`src/rtl/btn_conditioner.sv`:
```
// btn_conditioner: per-button sync, debounce, and press/release/click/long-press pulse generation
module btn_conditioner #(
  parameter int N_BTN        = 8,
  parameter int DEBOUNCE_CYC = 2_000_000,
  parameter int LONG_CYC     = 300_000_000
) (
  input  logic             clk,
  input  logic             rst,
  input  logic [N_BTN-1:0] btn_raw,
  output logic [N_BTN-1:0] btn_level,
  output logic [N_BTN-1:0] btn_press,
  output logic [N_BTN-1:0] btn_release,
  output logic [N_BTN-1:0] btn_click,
  output logic [N_BTN-1:0] btn_long
);
  localparam int DW = $clog2(DEBOUNCE_CYC + 1);
  localparam int LW = $clog2(LONG_CYC + 1);
  localparam logic [DW-1:0] DMAX = DW'(DEBOUNCE_CYC);
  localparam logic [LW-1:0] LMAX = LW'(LONG_CYC);
  typedef enum logic [1:0] {IDLE, HELD, LONG} state_t;
  for (genvar g = 0; g < N_BTN; g++) begin : ch
    logic          sync1_q, sync2_q, level_q, level_d;
    logic          press_q, press_d, release_q, release_d, click_q, click_d, long_q, long_d;
    logic [DW-1:0] dcnt_q, dcnt_d, dcnt_inc;
    logic [LW-1:0] lcnt_q, lcnt_d, lcnt_inc;
    state_t        state_q, state_d;
    logic          acc, rise, fall, hit;
    always_comb begin
      dcnt_inc  = dcnt_q + 1'b1;
      lcnt_inc  = lcnt_q + 1'b1;
      acc       = (sync2_q != level_q) && (dcnt_inc == DMAX);
      rise      = acc && sync2_q;
      fall      = acc && !sync2_q;
      // a release accepted on the same edge the hold time expires beats the long press
      hit       = (state_q == HELD) && !fall && (lcnt_inc == LMAX);
      level_d   = acc ? sync2_q : level_q;
      dcnt_d    = (sync2_q == level_q || acc) ? '0 : dcnt_inc;
      lcnt_d    = rise ? '0 : (state_q == HELD) ? lcnt_inc : lcnt_q;
      state_d   = rise ? HELD : fall ? IDLE : hit ? LONG : state_q;
      press_d   = rise;
      release_d = fall;
      click_d   = fall && (state_q == HELD);
      long_d    = hit;
    end
    always_ff @(posedge clk) begin
      if (rst) begin
        sync1_q   <= 1'b0;
        sync2_q   <= 1'b0;
        level_q   <= 1'b0;
        dcnt_q    <= '0;
        lcnt_q    <= '0;
        state_q   <= IDLE;
        press_q   <= 1'b0;
        release_q <= 1'b0;
        click_q   <= 1'b0;
        long_q    <= 1'b0;
      end else begin
        sync1_q   <= btn_raw[g];
        sync2_q   <= sync1_q;
        level_q   <= level_d;
        dcnt_q    <= dcnt_d;
        lcnt_q    <= lcnt_d;
        state_q   <= state_d;
        press_q   <= press_d;
        release_q <= release_d;
        click_q   <= click_d;
        long_q    <= long_d;
      end
    end
    assign btn_level[g]   = level_q;
    assign btn_press[g]   = press_q;
    assign btn_release[g] = release_q;
    assign btn_click[g]   = click_q;
    assign btn_long[g]    = long_q;
  end
endmodule

```
`config.mk`:
```
export PLATFORM = sky130hd
export DESIGN_NAME = btn_conditioner
export DESIGN_NICKNAME = d
export VERILOG_FILES = /design/src/rtl/btn_conditioner.sv
export SDC_FILE = /design/constraint.sdc
export NUM_CORES = 1
export LEC_CHECK = 0
export BUFFER_PORTS_ARGS = -buffer_cell sky130_fd_sc_hd__buf_2
export CAP_MARGIN = 10
export CORE_ASPECT_RATIO = 1.5
export CORE_MARGIN = 3
export CORE_UTILIZATION = 40
export DETAILED_ROUTE_END_ITERATION = 10
export PLACE_DENSITY = 0.55
export SLEW_MARGIN = 0
export SYNTH_ARGS = -nofsm -noshare
export SYNTH_HDL_FRONTEND = slang
export SYNTH_SLANG_ARGS = --single-unit
export TNS_END_PERCENT = 5
```
`constraint.sdc`:
```
create_clock -name clk -period 3.7 [get_ports clk]
set_input_delay 0.74 -clock clk [delete_from_list [all_inputs] [get_ports clk]]
set_output_delay 0.74 -clock clk [all_outputs]
set_load 0.01 [all_outputs]
```
==> impl_metrics.env <==
export IMPL_status="finished clean"
export IMPL_worstPathRequired_ps=4170
export IMPL_cts_buffers=50
export IMPL_fin_tns_setup_ps=0
export IMPL_gp_congestion=0.846
export IMPL_root_buffer="clkbuf_16"
export IMPL_ant_nets=0
export IMPL_hpwl_um=39200
export IMPL_insertion_delay_ps=590
export IMPL_die_area_um2=65300
export IMPL_detailroute_via_count=20800
export IMPL_grt_usage=0.164
export IMPL_drc=0
export IMPL_crit_fanout=29
export IMPL_area_growth_pct=9.09
export IMPL_die_h_um=312
export IMPL_grt_remaining_overflow=0
export IMPL_synth_distinct_cells=81
export IMPL_cts_max_path_buffers=3
export IMPL_finalSetupViolations=0
export IMPL_crit_arrival_ps=3880
export IMPL_critPathLaunchType="flip-flop"
export IMPL_p_total_w=0.0105
export IMPL_grt_pass1_vias=20100
export IMPL_leakage_nw=8.87
export IMPL_finalCritPeriodShare=0.922
export IMPL_ys_ff_latch=472
export IMPL_ys_seq_area_frac=0.380
export IMPL_path_clk_slew_ps=60
export IMPL_grt_max_degree=30
export IMPL_syn_nets=3146
export IMPL_ioPinCount=50
export IMPL_synth_edff_count=0
export IMPL_multi_input_area_um2=14300
export IMPL_portBuffers=49
export IMPL_start_util=0.406
export IMPL_power_density_nw_per_um2=387
export IMPL_ys_warn_count=0
export IMPL_final_net_count=3078
export IMPL_clock_sinks=472
export IMPL_synth_cells=3113
export IMPL_rsz0062_at_grt="no"
export IMPL_seq_area_um2=9450
export IMPL_crit_chain="ha_1, and2_1, nand3_1, or4_1, and3_1, a2111o_1, or3_1, nand2_1, buf_4, nor2_1"
export IMPL_hold_viol=0
export IMPL_cts_resized=0
export IMPL_n_antenna_cell=0
export IMPL_path_class="reg2reg"
export IMPL_cp_slowest_cell="or4_1"
export IMPL_min_path_type="in2reg"
export IMPL_critical_path_max_stage_delay_ps=590
export IMPL_max_freq_mhz=293
export IMPL_cap_viol_max_count=0
export IMPL_routed_via_density=5.38
export IMPL_crit_path_end_kind="flip-flop"
export IMPL_finalClockSkew_ps=17.2
export IMPL_grt_pass1_wl_um=93800
export IMPL_routed_wirelength_um=55000
export IMPL_post_cts_buffers=0
export IMPL_drtIter0Drc=917
export IMPL_dieWidth_um=210
export IMPL_async_reset_ff_frac=0
export IMPL_synth_flop_cell="dfxtp_1"
export IMPL_fillCellCount=6186
export IMPL_holdWs_ps=358
export IMPL_syn_cell_area_um2=24900
export IMPL_wire_per_inst_um=14.2
export IMPL_slew_headroom=0.419
export IMPL_antenna_found_initial=0
export IMPL_cts_hold_buf=0
export IMPL_htreeDepth=2
export IMPL_cts_tree="built"
export IMPL_fp_row_count=111
export IMPL_ir_drop_mv=0.308
export IMPL_drtPass1Iterations=5
export IMPL_drive_gt1_frac=0.0668
export IMPL_min_period_ps=3410
export IMPL_drv_slew=0
export IMPL_fp_coreArea_um2=61400
export IMPL_tightest_slew_ps=864
export IMPL_avgSynthCellArea_um2=8.00
[where the power goes]
group	internal, W	switching, W	leakage (nW)
clock network	0.00313	0.00208	0.840
logic	0.0000463	0.000116	4.23
registers	0.00510	0.0000210	3.80
total	0.00828	0.00222	8.87
[cell type report]
type | count | share of cell area
Tap cell | 791 | 0.0364
Sequential cell | 472 | 0.348
Inverter | 52 | 0.00719
Clock buffer | 73 | 0.0548
Timing Repair Buffer | 82 | 0.0182
Multi-Input combinational cell | 2387 | 0.527
Clock inverter | 17 | 0.00843
[flip-flops by register name (all words and copies together), names as in the netlist]
signal        count
ch.lcnt_q       232
ch.dcnt_q       168
ch.state_q       16
ch.click_q        8
ch.level_q        8
ch.long_q         8
ch.press_q        8
ch.release_q      8
ch.sync1_q        8
ch.sync2_q        8
[worst max-delay path: cells and delay by family (launching register included)]
family / cells / cell delay [ps]
AO/OA/AOI/OAI: 1 / 440
adder cells (fa/ha/maj): 1 / 280
buffers and inverters: 1 / 290
flip-flops: 1 / 470
AND/OR/NAND/NOR: 7 / 1820
[cell usage after synthesis (23+ instances only)]
cell | instances | share of area
a21oi_1 | 62 | 0.012
a31oi_1 | 23 | 0.0058
nor3_1 | 80 | 0.016
xor2_1 | 230 | 0.081
clkbuf_1 | 128 | 0.019
nand3_1 | 187 | 0.038
dfxtp_1 | 472 | 0.38
buf_4 | 45 | 0.014
ha_1 | 23 | 0.012
or3_1 | 25 | 0.0063
nand2b_1 | 23 | 0.0058
nor4_1 | 62 | 0.016
nand4_1 | 134 | 0.034
and4_1 | 34 | 0.012
and3_1 | 68 | 0.017
inv_1 | 51 | 0.0077
nor2_1 | 586 | 0.088
xnor2_1 | 198 | 0.070
or4_1 | 25 | 0.0075
nand2_1 | 258 | 0.039
and2_1 | 23 | 0.0058
nor2b_1 | 34 | 0.0085
o21ai_0 | 37 | 0.0074
[placed cells by master, fill, tap and decap left out, types with 48 or more instances in the layout]
cell,count
inv_1,51
nor3_1,80
nand4_1,134
xor2_1,230
a21oi_1,62
and3_1,68
clkbuf_16,51
nor4_1,62
xnor2_1,198
buf_2,48
nor2_1,586
dfxtp_1,472
nand2_1,258
nand3_1,187
[final timing paths]
check                           slack, ps                  startpoint                            end  cells after the start
worst max register to register        290  ch[5].dcnt_q[0]$_SDFF_PP0_  ch[5].lcnt_q[22]$_SDFFE_PP0P_                     10
worst max-delay path                  290  ch[5].dcnt_q[0]$_SDFF_PP0_  ch[5].lcnt_q[22]$_SDFFE_PP0P_                     10
worst min-delay path                  360                  btn_raw[3]       ch[3].sync1_q$_SDFF_PP0_                      2
worst min register to register        430    ch[2].sync1_q$_SDFF_PP0_       ch[2].sync2_q$_SDFF_PP0_                      1
[through the flow]
stage	cells	util	cell area, µm²	setup WS, ps
global route	3874	0.442	27200	31.0
CTS	3874	0.442	27200	310
floorplan	3113	-	24900	655
finish	3874	0.442	27200	289
detailed placement	3784	0.414	25400	305
global placement	3784	0.414	25400	441
[cells by family after synthesis]
kind of cell             Yosys count  share of synthesized area
buffers and inverters            254                     0.0465
AO/OA/AOI/OAI                    280                     0.0784
AND/OR/NAND/NOR                 1631                      0.323
multiplexers                      25                     0.0103
adder cells (fa/ha/maj)           23                     0.0116
flip-flops                       472                      0.380
XOR/XNOR                         428                      0.151
[metal layers]
metal,share of wire,GRT usage,vias to the layer above
met2,0.50,0.298,323
met1,0.43,0.192,9785
met3,0.038,0.0269,132
li1,-,-,10600
met5,0,0,-
met4,0.034,0.0626,0
(Power assumes the default switching activity.)
